`config.mk`:
```
export PLATFORM = sky130hd
export DESIGN_NAME = mem_arbiter
export DESIGN_NICKNAME = d
export VERILOG_FILES = /design/src/rtl/mem_arb_pkg.sv /design/src/rtl/mem_arb_check.sv /design/src/rtl/mem_arbiter.sv
export SDC_FILE = /design/constraint.sdc
export NUM_CORES = 1
export LEC_CHECK = 0
export ABC_AREA = 1
export BUFFER_PORTS_ARGS = -buffer_cell sky130_fd_sc_hd__buf_2
export CAP_MARGIN = 5
export CORE_AREA = 2 2 108 110
export CTS_BUF_LIST = sky130_fd_sc_hd__clkbuf_2
export DETAILED_ROUTE_END_ITERATION = 8
export DIE_AREA = 0 0 110 112
export GPL_TIMING_DRIVEN = 0
export PLACE_DENSITY = 0.84
export SYNTH_ARGS = -nofsm -noshare
export SYNTH_HDL_FRONTEND = slang
export SYNTH_HIERARCHICAL = 1
export SYNTH_SLANG_ARGS = --single-unit
```
`constraint.sdc`:
```
create_clock -name clk -period 17.5 [get_ports clk]
set_clock_uncertainty 0.05 [all_clocks]
set_input_delay 5.25 -clock clk [delete_from_list [all_inputs] [get_ports clk]]
set_output_delay 5.25 -clock clk [all_outputs]
set_load 0.03 [all_outputs]
```
`src/rtl/mem_arb_pkg.sv`:
```
// mem_arb_pkg: shared types and constants for the mem_arbiter block.
//   state_t  : controller states (RST_WAIT, IDLE, XFER)
//   owner_t  : which requester owns the transfer in flight (OWN_IF, OWN_LS)
//   SZ_*     : access-size codes as seen on *_size and mem_access_size
//   size_beats / size_bytes / size_legal : helpers for size decoding
package mem_arb_pkg;

    typedef enum logic [1:0] {
        RST_WAIT = 2'd0,
        IDLE     = 2'd1,
        XFER     = 2'd2
    } state_t;

    typedef enum logic {
        OWN_IF = 1'b0,
        OWN_LS = 1'b1
    } owner_t;

    localparam logic [2:0] SZ_W1   = 3'd0;
    localparam logic [2:0] SZ_W4   = 3'd1;
    localparam logic [2:0] SZ_W8   = 3'd2;
    localparam logic [2:0] SZ_W16  = 3'd3;
    localparam logic [2:0] SZ_BYTE = 3'd4;
    localparam logic [2:0] SZ_HALF = 3'd5;

    // Number of memory beats for a size code; sub-word accesses are one beat.
    function automatic logic [4:0] size_beats(input logic [2:0] size);
        case (size)
            SZ_W4:   size_beats = 5'd4;
            SZ_W8:   size_beats = 5'd8;
            SZ_W16:  size_beats = 5'd16;
            default: size_beats = 5'd1;
        endcase
    endfunction

    // Bytes touched by an access of the given size.
    function automatic logic [6:0] size_bytes(input logic [2:0] size);
        case (size)
            SZ_BYTE: size_bytes = 7'd1;
            SZ_HALF: size_bytes = 7'd2;
            default: size_bytes = {size_beats(size), 2'b00};
        endcase
    endfunction

    // Fetch port only knows word bursts; load/store also has byte and half.
    function automatic logic size_legal(input logic [2:0] size, input logic allow_sub);
        size_legal = allow_sub ? (size <= SZ_HALF) : (size <= SZ_W16);
    endfunction

endpackage

```
`src/rtl/mem_arb_check.sv`:
```
// mem_arb_check: combinational request validation for one requester port.
//   addr  in  32  request byte address
//   size  in  3   request size code
//   err   out 1   request must be rejected (bad size, out of window, misaligned)
// Parameters: START_ADDR / MEM_BYTES describe the memory window; ALLOW_SUB
// enables the byte/half-word size codes (load/store port only).
import mem_arb_pkg::*;

module mem_arb_check #(
    parameter logic [31:0] START_ADDR = 32'h8002_0000,
    parameter int          MEM_BYTES  = 1024,
    parameter bit          ALLOW_SUB  = 1'b1
) (
    input  logic [31:0] addr,
    input  logic [2:0]  size,
    output logic        err
);

    localparam logic [32:0] LIMIT = 33'(MEM_BYTES);

    logic [32:0] offset;
    logic [32:0] end_off;
    logic        below;
    logic        over;
    logic        misaligned;

    always_comb begin
        // 33-bit arithmetic so a large offset plus burst length cannot wrap.
        offset     = {1'b0, addr} - {1'b0, START_ADDR};
        end_off    = offset + {26'd0, size_bytes(size)};
        below      = (addr < START_ADDR);
        over       = (end_off > LIMIT);
        misaligned = 1'b0;
        if (size <= SZ_W16) begin
            misaligned = (addr[1:0] != 2'b00);
        end else if (size == SZ_HALF) begin
            misaligned = addr[0];
        end
        err = !size_legal(size, ALLOW_SUB) || below || over || misaligned;
    end

endmodule

```
`src/rtl/mem_arbiter.sv`:
```
// mem_arbiter: shares single-port data_memory2 between the instruction-fetch
// port (if_*, read-only) and the load/store port (ls_*, read/write).
//   clk, rst_n                 clock, async active-low reset
//   if_req/addr/size           fetch request     -> if_gnt, if_err, if_rvalid, if_rdata
//   ls_req/addr/size/rw/wdata  load/store request -> ls_gnt, ls_err, ls_rvalid, ls_rdata, ls_wack
//   mem_enable/rw/addr/din/access_size -> memory;  mem_dout, mem_busy <- memory
// Optional build macro MEM_ARB_STARVE_GUARD_EN: after STARVE_LIMIT consecutive
// load/store grants while fetch waits, fetch wins the next slot.
import mem_arb_pkg::*;

module mem_arbiter #(
    parameter logic [31:0] START_ADDR   = 32'h8002_0000,
    parameter int          MEM_BYTES    = 1024,
    parameter int          STARVE_LIMIT = 4
) (
    input  logic        clk,
    input  logic        rst_n,
    input  logic        if_req,
    input  logic [31:0] if_addr,
    input  logic [2:0]  if_size,
    output logic        if_gnt,
    output logic        if_rvalid,
    output logic [31:0] if_rdata,
    output logic        if_err,
    input  logic        ls_req,
    input  logic [31:0] ls_addr,
    input  logic [2:0]  ls_size,
    input  logic        ls_rw,
    input  logic [31:0] ls_wdata,
    output logic        ls_gnt,
    output logic        ls_rvalid,
    output logic [31:0] ls_rdata,
    output logic        ls_err,
    output logic        ls_wack,
    output logic        mem_enable,
    output logic        mem_rw,
    output logic [31:0] mem_addr,
    output logic [31:0] mem_din,
    output logic [2:0]  mem_access_size,
    input  logic [31:0] mem_dout,
    input  logic        mem_busy
);

    state_t      state, state_nx;
    logic [4:0]  cnt, cnt_nx;
    owner_t      owner_q, owner_nx;
    logic [2:0]  size_q, size_nx;
    logic        rw_q, rw_nx;

    logic        if_bad, ls_bad;
    logic        slot, ls_win, if_win, ls_ok, if_ok;
    logic        fetch_first;

    mem_arb_check #(.START_ADDR(START_ADDR), .MEM_BYTES(MEM_BYTES), .ALLOW_SUB(1'b0))
        u_if_check (.addr(if_addr), .size(if_size), .err(if_bad));

    mem_arb_check #(.START_ADDR(START_ADDR), .MEM_BYTES(MEM_BYTES), .ALLOW_SUB(1'b1))
        u_ls_check (.addr(ls_addr), .size(ls_size), .err(ls_bad));

    // The last beat of a transfer doubles as the next grant slot.
    assign slot   = (state == IDLE) || ((state == XFER) && (cnt == 5'd1));
    assign ls_win = slot && ls_req && !(fetch_first && if_req);
    assign if_win = slot && if_req && !ls_win;
    assign ls_ok  = ls_win && !ls_bad;
    assign if_ok  = if_win && !if_bad;

`ifdef MEM_ARB_STARVE_GUARD_EN
    localparam int SW = $clog2(STARVE_LIMIT + 1);
    logic [SW-1:0] streak;

    always_ff @(posedge clk or negedge rst_n) begin
        if (!rst_n) begin
            streak <= '0;
        end else if (!if_req || if_win) begin
            streak <= '0;
        end else if (ls_win && (streak < SW'(STARVE_LIMIT))) begin
            streak <= streak + 1'b1;
        end
    end

    assign fetch_first = (streak >= SW'(STARVE_LIMIT));
`else
    assign fetch_first = 1'b0;
`endif

    always_ff @(posedge clk or negedge rst_n) begin
        if (!rst_n) begin
            state   <= RST_WAIT;
            cnt     <= 5'd0;
            owner_q <= OWN_IF;
            size_q  <= 3'd0;
            rw_q    <= 1'b0;
        end else begin
            state   <= state_nx;
            cnt     <= cnt_nx;
            owner_q <= owner_nx;
            size_q  <= size_nx;
            rw_q    <= rw_nx;
        end
    end

    always_comb begin
        state_nx        = state;
        cnt_nx          = cnt;
        owner_nx        = owner_q;
        size_nx         = size_q;
        rw_nx           = rw_q;
        if_gnt          = if_win;
        if_err          = if_win && if_bad;
        if_rvalid       = 1'b0;
        if_rdata        = 32'd0;
        ls_gnt          = ls_win;
        ls_err          = ls_win && ls_bad;
        ls_rvalid       = 1'b0;
        ls_rdata        = 32'd0;
        ls_wack         = 1'b0;
        mem_enable      = 1'b0;
        mem_rw          = 1'b0;
        mem_addr        = 32'd0;
        mem_din         = 32'd0;
        mem_access_size = 3'd0;

        case (state)
            RST_WAIT: begin
                if (!mem_busy) begin
                    state_nx = IDLE;
                end
            end
            XFER: begin
                cnt_nx          = cnt - 5'd1;
                mem_access_size = size_q;
                mem_rw          = rw_q;
                if (cnt == 5'd1) begin
                    state_nx = IDLE;
                end
                if (owner_q == OWN_LS) begin
                    if (rw_q) begin
                        mem_din = ls_wdata;
                        ls_wack = (cnt >= 5'd2);
                    end else begin
                        ls_rvalid = 1'b1;
                        ls_rdata  = mem_dout;
                    end
                end else begin
                    if_rvalid = 1'b1;
                    if_rdata  = mem_dout;
                end
            end
            default: ;
        endcase

        // A valid grant in the slot overrides the latched transfer attributes.
        if (ls_ok) begin
            mem_enable      = 1'b1;
            mem_addr        = ls_addr;
            mem_rw          = ls_rw;
            mem_access_size = ls_size;
            if (ls_rw) begin
                mem_din = ls_wdata;
                ls_wack = 1'b1;
            end
            state_nx = XFER;
            cnt_nx   = size_beats(ls_size);
            owner_nx = OWN_LS;
            size_nx  = ls_size;
            rw_nx    = ls_rw;
        end else if (if_ok) begin
            mem_enable      = 1'b1;
            mem_addr        = if_addr;
            mem_rw          = 1'b0;
            mem_access_size = if_size;
            state_nx        = XFER;
            cnt_nx          = size_beats(if_size);
            owner_nx        = OWN_IF;
            size_nx         = if_size;
            rw_nx           = 1'b0;
        end
    end

    // The memory must be idle whenever a fresh transfer starts from IDLE.
    a_no_grant_while_busy: assert property (
        @(posedge clk) disable iff (!rst_n)
        !((state == IDLE) && mem_enable && mem_busy));

endmodule

```
**Word-level counts from Yosys, hierarchy flattened**

Cells that the tools add are included.

- $add $sub $neg: 5
- $lt $le $gt $ge: 8
- Equal/unequal tests: 15
- Mux-type cells: 51
- Reductions and logical operators: 27

Operator list:

| cell | count |
|---|---|
| $mux W32 | 12 |
| $add A33 B7 Y33 | 2 |
| $gt A33 B11 Y1 const B | 2 |
| $sub A32 B32 Y33 const B | 2 |
| $lt A32 B32 Y1 const B | 2 |
| $pmux W5 S3 | 2 |
| $pmux W7 S2 | 2 |
| $mux W1 | 22 |
| $mux W3 | 5 |
| $mux W5 | 3 |
| $eq A3 B2 Y1 const B | 4 |
| $eq A3 B3 Y1 const B | 4 |
| $logic_and A1 B1 Y1 | 8 |
| $mux W2 | 4 |
| $logic_or A1 B1 Y1 | 7 |
| $eq A3 B1 Y1 const B | 2 |
| $le A3 B2 Y1 const B | 2 |
| $reduce_bool A2 Y1 | 3 |
| $eq A5 B1 Y1 const B | 1 |
| $ge A5 B2 Y1 const B | 1 |
| $logic_not A1 Y1 | 5 |
| $sub A5 B1 Y5 const B | 1 |
| $ne A4 B3 Y1 const B | 1 |
| $ne A4 B4 Y1 const B | 1 |
| other kinds (8) | 8 |

- Flip-flop bits (word level): 12
- Output and inout bits: 140
- Logic and storage cells: 111

**Logic depth before layout (Yosys ltp)**

Gate-level depths: netlist (run 1).

- Word-level depth: 11
- Gate-level depth with buffers: 26

**Cells and area by module**

The synthesis (run 1) kept the hierarchy.

By module, submodules not included:

| module | instances | cells each | area each (um^2) | sequential area each (um^2) |
|---|---|---|---|---|
| mem_arbiter | 1 | 312 | 1925.6 | 300.3 |
| mem_arb_check (u_ls_check) | 1 | 336 | 1531.5 | 0.0 |
| mem_arb_check (u_if_check) | 1 | 302 | 1380.1 | 0.0 |

**Worst setup path before layout (run 1)**

Ideal clock, no wire load.

- Kind: input to output
- Start point: input if_size[2]
- End point: output mem_rw
- Arrival: 8.329 ns
- Data required time: 12.200 ns
- Path slack: 3.871 ns
- Cell stages on the path: 25
- Cells stage by stage: inv_1 > nor2_1 > inv_1 > nor2_1 > ha_1 > fa_1 > nand3_1 > nand2_1 > nand2_1 > nand2_1 > nand2_1 > nand2_1 > nand2_1 > inv_1 > nand2_1 > nor2_1 > nand3_1 > nor2_1 > nand2_1 > inv_1 > nand3_2 > nand2_1 > inv_2 > nand2_1 > o21ai_0

- Longest elaborated chain between the ends: 11
- Elaborated cells on any way between the ends: 20
- Those cells by class: add/sub: 1; order compare: 2; eq/ne: 5; mux: 6; reduce/logical: 6

Ends and longest elaborated chain:

| what | RTL line | source |
|---|---|---|
| start, declared | mem_arbiter.sv:20 | `input logic [2:0] if_size,` |
| $eq A3 B2 Y1 or $eq A3 B1 Y1 (tied branches) | mem_arb_pkg.sv:28 | `case (size)` |
| $pmux W5 S3 | mem_arb_pkg.sv:28 |  |
| $pmux W7 S2 | mem_arb_pkg.sv:38 | `case (size)` |
| $add A33 B7 Y33 | mem_arb_check.sv:30 | `end_off = offset + {26'd0, size_bytes(size)};` |
| $gt A33 B11 Y1 | mem_arb_check.sv:32 | `over = (end_off > LIMIT);` |
| $logic_or A1 B1 Y1 | mem_arb_check.sv:39 | `err = !size_legal(size, ALLOW_SUB) \|\| below \|\| over \|\| misaligned;` |
| $logic_or A1 B1 Y1 * | mem_arb_check.sv:39 |  |
| net if_bad | mem_arbiter.sv:50 | `logic if_bad, ls_bad;` |
| $logic_not A1 Y1 * | mem_arbiter.sv:65 | `assign if_ok = if_win && !if_bad;` |
| $logic_and A1 B1 Y1 * | mem_arbiter.sv:65 |  |
| $mux W1 * | mem_arbiter.sv:167 | `end else if (if_ok) begin` |
| $mux W1 * | mem_arbiter.sv:153 | `if (ls_ok) begin` |
| end, declared | mem_arbiter.sv:36 | `output logic mem_rw,` |

Mark *: on every way through the listed nets, which the timed path passes. The rest lies on a longest branch.

**Worst setup path after layout (run 1)**

- Start point: input ls_size[2]
- End point: output mem_din[12]

- Longest elaborated chain between the ends: 10
- Elaborated cells on any way between the ends: 20
- Those cells by class: add/sub: 1; order compare: 3; eq/ne: 5; mux: 5; reduce/logical: 6

Ends and longest elaborated chain:

| what | RTL line | source |
|---|---|---|
| start, declared | mem_arbiter.sv:27 | `input logic [2:0] ls_size,` |
| $eq A3 B2 Y1 or $eq A3 B1 Y1 (tied branches) | mem_arb_pkg.sv:28 |  |
| $pmux W5 S3 | mem_arb_pkg.sv:28 |  |
| $pmux W7 S2 | mem_arb_pkg.sv:38 |  |
| $add A33 B7 Y33 | mem_arb_check.sv:30 |  |
| $gt A33 B11 Y1 | mem_arb_check.sv:32 |  |
| $logic_or A1 B1 Y1 | mem_arb_check.sv:39 |  |
| $logic_or A1 B1 Y1 * | mem_arb_check.sv:39 |  |
| net ls_bad | mem_arbiter.sv:50 |  |
| $logic_not A1 Y1 * | mem_arbiter.sv:64 | `assign ls_ok = ls_win && !ls_bad;` |
| $logic_and A1 B1 Y1 * | mem_arbiter.sv:64 |  |
| $mux W32 * | mem_arbiter.sv:153 |  |
| end, declared | mem_arbiter.sv:38 | `output logic [31:0] mem_din,` |

Marked as above.

==> impl_metrics.yaml, run 1 <==
finish:
  area_delta_synth_final_pct: 33.1
  n_fill_cell: 1162
  layout-drive-gt1-share: 0.293
  nNetsFinal: 1391
  multiInputGateArea_um2: 3770
  ff_latch_area_um2: 300
yosys:
  postSynthNetCount: 1107
  ys_seq_elements: 12
  seq_area_frac_synth: 0.0621
  synth.most_common_cell: "nand2_1"
  syn_area_um2: 4840
  netlist_top_cells_count: "nand2_1 (267), nor2_1 (185), inv_1 (161)"
  synth_edf_count: 0
  synthTopCellsByArea: "nand2_1 (21%), nor2_1 (14%), inv_1 (12%), nand3_1 (8.7%), dfrtp_1 (6.2%)"
  synth_warnings: 6
  syn_inst: 950
  ys_types: 41
  synthArstFlopShare: 1.00
  synth-main-ff-cell: "dfrtp_1"
  synth_top_area_cell: "nand2_1"
  yosys.area.top_type_share: 0.207
  avgSynthCellArea_um2: 5.09
grt:
  grt_pass1_wl_um: 29600
  grt_overflow: 0
  grt_pass1_vias: 6257
  antenna_found_initial: 3
  grt_start_max_net_pins: 13
  grt_use_total: 0.302
sta:
  max-slew-margin-rel: 0.682
  min_period_ns: 14.38
  worst_pin_slew_ns: 0.476
  hold_ws_ns: 0.454
  timing.final.ws_setup_ns: 3.12
  fmax_mhz: 69.6
  setup_viol: 0
  finalHoldViolations: 0
  finalSetupTns_ns: 0
  slew_violations: 0
  rsz0062_at_grt: "false"
  finalCritPeriodShare: 0.822
power:
  seq_power_share: 0.233
  p_comb_frac: 0.643
  vdd.ir_drop.worst_uv: 12.1
  p_sw_frac: 0.483
  p_clk_frac: 0.123
  leakagePower_nw: 4.08
  p_int_mw: 0.0613
  powerDensity_nw_per_um2: 18.4
  switchingPower_mw: 0.0574
placed_design:
  post-place-ws_ns: 3.21
  gp_congestion: 1.04
  port_buffers: 279
  dp_hpwl_um: 16900
floorplan:
  dieHeight_um: 112
  pin_count: 280
  core_area_um2: 11200
  dieArea_um2: 12300
  fp.dieW_um: 110
  start_util: 0.433
  row_count: 39
critical_path:
  start_kind: "input port"
  crit_chain: "buf_2 -> inv_1 -> nor2_1 -> inv_1 -> nor2_1 -> ha_1 -> fa_1 -> or2_2 -> a21oi_1 -> nand3_1 -> a21oi_1 -> nand3_1 -> nor2_1 -> nor2_1 -> nor2_1 -> nand3_1 -> inv_1 -> nand3_4 -> clkinv_2 -> nand2_4 -> buf_6 -> a21boi_1 -> buf_2"
  crit_fanout: 10
  path_class: "input port to output pin"
  crit_top_cell: "nor2_1"
  worstPathRequired_ns: 12.20
  critPathCaptureType: "output pin"
  rrSetupSlack_ns: 15.59
  arrival_ns: 9.08
  slowest_delay_ns: 0.42
  path_buf_inv: 7
  slowest_stage: "fa_1"
  crit_family: "simple AND/OR/NAND/NOR gates"
drt:
  wl_met2_um: 9060
  highest_layer: "met4"
  ant_nets: 0
  drtPass1Iterations: 5
  wl_met3_um: 1970
  drt-met1-wl_um: 7660
  route.vias.total: 6993
  first_iter_violations: 511
  wl_um: 19300
  routed_via_density: 5.07
  avgRoutedWirePerCell_um: 14.0
  drc: 0
cts:
  cts.repair.resized: 0
  post_cts_buffers: 0
  clkSlewWorstSetupHoldPaths_ns: 0.13
  cts.sinks: 12
  cts_buffer_depth: 2
  clock_latency_ns: 0.27
  cts_tree: "done"
  cts-root-buf: "clkbuf_2"
  cts-hold-fix-buffers: 0
  cts_buffers: 3
  htreeDepth: 1
run_status:
  status: "completed"
flow_run:
  maxCapViolCount: 0
worst_hold_path:
  hold_class: "register to register"
-- worst register-to-register path, stage by stage (launching register included) --
cell,delay (ns)
dfrtp_1,0.42
inv_1,0.08
ha_1,0.14
inv_1,0.04
nor2_1,0.10
nand3_2,0.13
nand2_4,0.14
nand3_2,0.19
nand3_1,0.29
nand2_1,0.09
nor2_1,0.12
nor2_1,0.05
-- metrics by stage --
step,utilization,power [mW],instances,instance area [µm²]
after floorplan,-,0.0690,950,4840
after global placement,0.574,0.102,1372,6410
after detailed placement,0.574,0.103,1372,6410
after CTS,0.576,0.117,1376,6430
after global routing,0.576,0.129,1378,6440
final,0.576,0.119,1379,6440
-- power groups by stage --
stage	clock network, mW	logic, mW	registers, mW
after global routing	0.0157	0.0855	0.0277
after CTS	0.0145	0.0752	0.0277
final	0.0147	0.0764	0.0277
after floorplan	0	0.0407	0.0283
after global placement	0	0.0736	0.0283
after detailed placement	0	0.0748	0.0283
-- cell type report --
| type | count | share of cell area |
|---|---|---|
| Multi-Input combinational cell | 749 | 0.586 |
| Timing Repair Buffer | 279 | 0.217 |
| Inverter | 171 | 0.0999 |
| Sequential cell | 12 | 0.0466 |
| Tap cell | 143 | 0.0278 |
| Buffer | 18 | 0.0185 |
| Clock buffer | 3 | 0.00233 |
| Antenna cell | 3 | 0.00117 |
| Clock inverter | 1 | 0.000583 |
-- cells in the final DEF (no fill, tap or decap), types with 15 or more instances in the layout --
cell and count:
a21boi_1 24, a21oi_1 15, a22o_1 32, buf_2 287, ha_1 15, inv_1 161
nand2_1 267, nand2_2 17, nand3_1 84, nor2_1 185, nor2_2 15
-- metal layers --
metal,global-route usage,up-vias
li1,-,3540
met1,0.369,3063
met2,0.515,351
met5,0,-
met4,0.0987,0
met3,0.0685,39
-- cell families (layout without fill, tap and decap cells) --
kind of cell,count (synthesis),after routing,share of synthesized area
xor gates and xnor gates,13,13,0.0235
and+or+nand+nor,624,624,0.566
adders and majority gates,17,17,0.0471
buffers and inverters,189,472,0.158
DFF,12,12,0.0621
other,0,3,0
AOI/OAI and AO/OA,95,95,0.144
-- worst paths after layout --
kind,cells after the start,from,endpoint
setup reg to reg,11,cnt[1]$_DFFE_PN0P_,cnt[4]$_DFFE_PN0P_
max in group asynchronous,1,rst_n,rw_q$_DFFE_PN0P_
min in group asynchronous,1,rst_n,size_q[2]$_DFFE_PN0P_
hold / removal,2,size_q[1]$_DFFE_PN0P_,size_q[1]$_DFFE_PN0P_
hold reg to reg,2,size_q[1]$_DFFE_PN0P_,size_q[1]$_DFFE_PN0P_
setup / recovery,23,ls_size[2],mem_din[12]
-- registers in the layout, indices dropped and copies added, names as in the netlist --
signal   cells
cnt          5
rw_q         1
size_q       3
owner_q      1
state        2
Power figures use the tool's default switching activity.
==> inputs of run 2 (changes only) <==
ABC_AREA = 0   (was 1)
PLACE_DENSITY = 0.78   (was 0.84)
clock period = 13.2 ns   (was 17.5 ns; I/O delays follow)
==> impl_metrics.yaml, run 2 <==
placed_design:
  dp_hpwl_um: 13400
  gp_congestion: 0.970
  port_buffers: 279
  placed_area_um2: 5580
floorplan:
  fp.dieW_um: 110
  row_count: 39
  dieArea_um2: 12300
  start_util: 0.358
  core_area_um2: 11200
  pin_count: 280
  dieHeight_um: 112
sta:
  finalSetupTns_ns: 0
  setup_viol: 0
  rsz0062_at_grt: "false"
  min_period_ns: 12.80
  finalHoldViolations: 0
  finalCritPeriodShare: 0.970
  slew_violations: 0
  hold_ws_ns: 0.478
  max-slew-margin-rel: 0.602
  worst_pin_slew_ns: 0.595
  fmax_mhz: 78.1
cts:
  cts-root-buf: "clkbuf_2"
  clkSlewWorstSetupHoldPaths_ns: 0.12
  cts_tree: "done"
  cts_buffers: 3
  cts_buffer_depth: 2
  cts.sinks: 12
  post_cts_buffers: 0
  clock_latency_ns: 0.28
  htreeDepth: 1
drt:
  drc: 0
  drtPass1Iterations: 5
  routed_via_density: 5.70
  route.vias.total: 5520
  ant_nets: 0
  first_iter_violations: 468
  wl_um: 16300
  avgRoutedWirePerCell_um: 16.9
finish:
  largest_reg_flops: 5
  final_area_um2: 5600
  final_common_cell: "buf_2"
  multiInputGateArea_um2: 3450
  nNetsFinal: 984
  reg.largest.list: "cnt: 5 flops, size_q: 3 flops, state: 2 flops"
  regMostFlops: "cnt"
  n_fill_cell: 1146
  mostFrequentLayoutCells: "buf_2 (286), and2_1 (69), nor2b_1 (36), a22o_1 (36), nor2_1 (36)"
  layout-drive-gt1-share: 0.405
  area_delta_synth_final_pct: 39.8
  postLayoutCoreUtil: 0.501
  ff_latch_area_um2: 300
  antenna_cells: 0
power:
  switchingPower_mw: 0.0708
  powerDensity_nw_per_um2: 27.6
  p_comb_frac: 0.630
  seq_power_share: 0.243
  p_int_mw: 0.0836
  vdd.ir_drop.worst_uv: 14.9
  p_sw_frac: 0.458
  leakagePower_nw: 2.95
  p_total_mw: 0.154
  p_clk_frac: 0.127
critical_path:
  crit_fanout: 10
  slowest_delay_ns: 0.66
  path_buf_inv: 4
  critPathCaptureType: "output pin"
  worstPathRequired_ns: 9.19
  start_kind: "input port"
  crit_chain: "buf_2 -> clkbuf_1 -> nor3b_1 -> ha_1 -> fa_1 -> a21o_1 -> a221oi_4 -> nor4b_1 -> or4b_1 -> nor4_1 -> nand4_1 -> or4_1 -> nor2b_2 -> a31oi_1 -> buf_2 -> nor2b_1 -> buf_2"
  arrival_ns: 8.79
  crit_top_cell: "buf_2"
  crit_family: "simple AND/OR/NAND/NOR gates"
  slowest_stage: "or4_1"
  path_class: "input port to output pin"
yosys:
  synth_top_area_cell: "and2_1"
  netlist_top_cells_count: "and2_1 (69), nor2b_1 (37), a22o_1 (36), nor2_1 (36), nand2_1 (31)"
  ys_types: 91
  synthTopCellsByArea: "and2_1 (11%), a22o_1 (7.9%), dfrtp_1 (7.5%), nor2b_1 (5.8%), ha_1 (4.7%)"
  syn_inst: 543
  ys_seq_elements: 12
  syn_area_um2: 4000
  synthArstFlopShare: 1.00
  synth-main-ff-cell: "dfrtp_1"
  seq_area_frac_synth: 0.0750
  yosys.area.top_type_share: 0.108
  synth_warnings: 6
  synth.most_common_cell: "and2_1"
  avgSynthCellArea_um2: 7.37
  postSynthNetCount: 700
  synth_edf_count: 0
grt:
  grt_pass1_wl_um: 24600
  grt_use_total: 0.246
  grt_overflow: 0
  grt_pass1_vias: 4754
  antenna_found_initial: 0
  grt_start_max_net_pins: 15
run_status:
  status: "completed"
flow_run:
  maxCapViolCount: 0
worst_hold_path:
  hold_class: "register to register"
run 2: cell count changes in the layout (fill, tap and decap cells not counted), moves of 10 or more:
| cell | change |
|---|---|
| a21boi_1 | -24 |
| a21o_1 | +10 |
| and2_1 | +69 |
| inv_1 | -148 |
| nand2_1 | -236 |
| nand2_2 | -16 |
| nand3_1 | -69 |
| nor2_1 | -149 |
| nor2_2 | -13 |
| nor2b_1 | +36 |
| nor3b_1 | +11 |
| o21ai_0 | +10 |
run 2: timing repair:
action | 4_1_cts | 5_1_grt
setup endpoints to repair | 0 | 1
hold buffers | 0 | 0
resized for setup | 0 | 1
run 2: worst register-to-register path: cells and delay by family, from the launching register on:
family          cells  cell delay (ns)
buf+inv             2             0.25
fa+ha+maj           1             0.14
flops               1             0.45
simple gates        2             0.44
compound gates      2             0.56
run 2: worst paths after layout:
| path | cells after the start | startpoint | slack, ns | to |
|---|---|---|---|---|
| max in group asynchronous | 1 | rst_n | 9.38 | cnt[1]$_DFFE_PN0P_ |
| min in group asynchronous | 1 | rst_n | 3.50 | size_q[0]$_DFFE_PN0P_ |
| max reg2reg | 7 | cnt[1]$_DFFE_PN0P_ | 11.22 | size_q[1]$_DFFE_PN0P_ |
| min reg2reg | 1 | size_q[2]$_DFFE_PN0P_ | 0.48 | size_q[2]$_DFFE_PN0P_ |
| max | 17 | ls_size[2] | 0.40 | mem_din[5] |
| min | 1 | size_q[2]$_DFFE_PN0P_ | 0.48 | size_q[2]$_DFFE_PN0P_ |
run 2: cells by family (layout without fill, tap and decap cells):
kind of cell / after synthesis / after routing / share of synthesized area
buffers and inverters: 42 / 324 / 0.0631
flip-flops: 12 / 12 / 0.0750
multiplexers: 9 / 9 / 0.0244
XOR/XNOR: 7 / 7 / 0.0153
AND/OR/NAND/NOR: 296 / 296 / 0.449
AO/OA/AOI/OAI: 159 / 159 / 0.314
adder cells (fa/ha/maj): 18 / 18 / 0.0594
run 2: final cells by class:
cell class                      count  area share
Clock buffer                        3     0.00268
Tap cell                          143      0.0320
Sequential cell                    12      0.0537
Buffer                             29      0.0364
Multi-Input combinational cell    489       0.617
Inverter                           13     0.00872
Timing Repair Buffer              279       0.250
run 2: routing by layer:
| layer | global-route usage | wire length [µm] | up-vias |
|---|---|---|---|
| met5 | 0 | 0 | - |
| met4 | 0.0523 | 362 | 0 |
| met1 | 0.361 | 7060 | 2545 |
| met3 | 0.0334 | 1510 | 35 |
| li1 | - | - | 2645 |
| met2 | 0.380 | 7390 | 295 |
run 2: through the flow:
stage	setup WS, ns	std cells
final	0.396	968
after global routing	0.172	968
after CTS	0.278	968
after detailed placement	0.287	965
after global placement	0.374	965
after floorplan	1.21	543
run 2: power by group through the flow:
stage	clock network [mW]	logic [mW]	registers [mW]
floorplan	0	0.0477	0.0381
global placement	0	0.0934	0.0382
detailed placement	0	0.0947	0.0382
CTS	0.0197	0.0950	0.0375
global route	0.0207	0.106	0.0376
finish	0.0196	0.0974	0.0375
==> inputs of run 3 (changes only) <==
ABC_AREA = 1   (was 0)
CORE_AREA = default   (was 2 2 108 110)
CORE_UTILIZATION = 42   (was default)
DIE_AREA = default   (was 0 0 110 112)
PLACE_DENSITY = 0.84   (was 0.78)
==> impl_metrics.yaml, run 3 (synthesis results as in run 1) <==
floorplan:
  row_count: 38
  pin_count: 280
  dieArea_um2: 11900
  start_util: 0.439
  core_area_um2: 11000
  fp.dieW_um: 109
  dieHeight_um: 109
sta:
  finalSetupTns_ns: 0
  worst_pin_slew_ns: 0.541
  slew_violations: 0
  min_period_ns: 11.81
  timing.final.ws_setup_ns: 1.39
  max-slew-margin-rel: 0.639
  fmax_mhz: 84.7
  setup_viol: 0
  finalCritPeriodShare: 0.895
  rsz0062_at_grt: "false"
  finalHoldViolations: 0
critical_path:
  worstPathRequired_ns: 9.19
  crit_family: "simple AND/OR/NAND/NOR gates"
  crit_fanout: 10
  crit_top_cell: "nor2_1"
  start_kind: "input port"
  crit_chain: "buf_2 -> inv_1 -> nor2_1 -> inv_1 -> nor2_1 -> ha_1 -> fa_1 -> or2_2 -> a21oi_1 -> nand3_1 -> a21oi_1 -> nand3_1 -> nor2_1 -> nor2_1 -> nor2_1 -> nand3_1 -> inv_1 -> nand3_4 -> clkinv_2 -> nand2_4 -> buf_6 -> a21boi_1 -> buf_2"
  slowest_delay_ns: 0.42
  slowest_stage: "fa_1"
  critPathCaptureType: "output pin"
  arrival_ns: 7.80
  path_buf_inv: 7
  path_class: "input port to output pin"
cts:
  cts-hold-fix-buffers: 0
  cts-root-buf: "clkbuf_2"
  cts.repair.resized: 0
  clock_latency_ns: 0.28
  cts_buffer_depth: 2
  post_cts_buffers: 0
  cts.sinks: 12
  cts_buffers: 3
  htreeDepth: 1
  cts_tree: "done"
  clkSlewWorstSetupHoldPaths_ns: 0.12
placed_design:
  port_buffers: 279
  post-place-ws_ns: 1.46
  dp_hpwl_um: 16600
  gp_congestion: 0.963
grt:
  grt_pass1_wl_um: 28200
  grt_start_max_net_pins: 13
  grt_overflow: 0
  grt_use_total: 0.302
  antenna_found_initial: 1
  grt_pass1_vias: 6168
drt:
  ant_nets: 0
  avgRoutedWirePerCell_um: 13.8
  drc: 0
  wl_um: 18900
  route.vias.total: 6984
  first_iter_violations: 493
  routed_via_density: 5.08
  drtPass1Iterations: 5
finish:
  area_delta_synth_final_pct: 32.9
  reg.largest.list: "cnt: 5 flops, size_q: 3 flops, state: 2 flops"
  n_fill_cell: 1138
  layout-drive-gt1-share: 0.293
  final_common_cell: "buf_2"
  nNetsFinal: 1391
  mostFrequentLayoutCells: "buf_2 (287), nand2_1 (267), nor2_1 (185), inv_1 (161), nand3_1 (84)"
  regMostFlops: "cnt"
  largest_reg_flops: 5
power:
  leakagePower_nw: 4.08
  p_sw_frac: 0.486
  seq_power_share: 0.232
  powerDensity_nw_per_um2: 24.6
  p_comb_frac: 0.641
  switchingPower_mw: 0.0771
  vdd.ir_drop.worst_uv: 19.1
  p_clk_frac: 0.127
  p_int_mw: 0.0814
flow_run:
  maxCapViolCount: 0
worst_hold_path:
  hold_class: "register to register"
run_status:
  status: "completed"
run 3: changes by cell type in the layout (fill, tap and decap cells not counted), sizes merged, moves of 32 or more:
cell / change
nor2: +166
inv: +156
nor2b: -37
and2: -69
nand3: +74
nand2: +254
a21boi: +32
run 3: final timing paths:
path | slack (ns) | cells after the start | start | endpoint
worst max-delay path | 1.39 | 23 | ls_size[2] | mem_din[21]
worst min-delay path | 0.45 | 2 | size_q[0]$_DFFE_PN0P_ | size_q[0]$_DFFE_PN0P_
worst max register to register | 11.25 | 11 | cnt[1]$_DFFE_PN0P_ | cnt[4]$_DFFE_PN0P_
worst min register to register | 0.45 | 2 | size_q[0]$_DFFE_PN0P_ | size_q[0]$_DFFE_PN0P_
max in group asynchronous | 9.38 | 1 | rst_n | cnt[3]$_DFFE_PN0P_
min in group asynchronous | 3.48 | 1 | rst_n | state[0]$_DFFE_PN0P_
run 3: per-stage QoR:
| stage | std cells | hold slack (ns) | cell area, µm² | utilization | total power [mW] |
|---|---|---|---|---|---|
| global placement | 1369 | 0.412 | 6410 | 0.581 | 0.135 |
| finish | 1374 | 0.449 | 6430 | 0.583 | 0.158 |
| global route | 1374 | 0.477 | 6430 | 0.583 | 0.171 |
| floorplan | 950 | 0.400 | 4840 | - | 0.0915 |
| detailed placement | 1369 | 0.416 | 6410 | 0.581 | 0.137 |
| CTS | 1373 | 0.446 | 6430 | 0.583 | 0.157 |
run 3: cell type report:
cell class              count  area (µm²)  area share
inverters                 171         643       0.100
clock inverters             1        3.75    0.000584
plain buffers              18         119      0.0185
repair buffers            279        1400       0.217
flip-flops and latches     12         300      0.0467
well taps                 140         175      0.0272
clock buffers               3        15.0     0.00234
multi-input cells         749        3770       0.587
diodes                      1        2.50    0.000389
run 3: worst reg2reg max path, delay by kind of cell, from the launching register on:
kind	cells	cell delay, ns
adders and majority gates	1	0.15
buffers and inverters	2	0.13
DFF	1	0.43
and+or+nand+nor	8	1.08
run 3: routing by layer:
metal	part of all wire	wire, µm	up-vias	GRT usage
met5	0	0	-	0
met4	0.024	460	0	0.0990
met3	0.090	1690	34	0.0551
met2	0.49	9200	310	0.545
met1	0.40	7550	3099	0.359
li1	-	-	3541	-
run 3: power by group through the flow:
stage               clock network, mW  logic, mW  registers, mW
CTS                            0.0198      0.100         0.0368
global placement                    0     0.0980         0.0375
detailed placement                  0     0.0994         0.0375
global route                   0.0211      0.113         0.0368
finish                         0.0202      0.102         0.0368
floorplan                           0     0.0540         0.0375
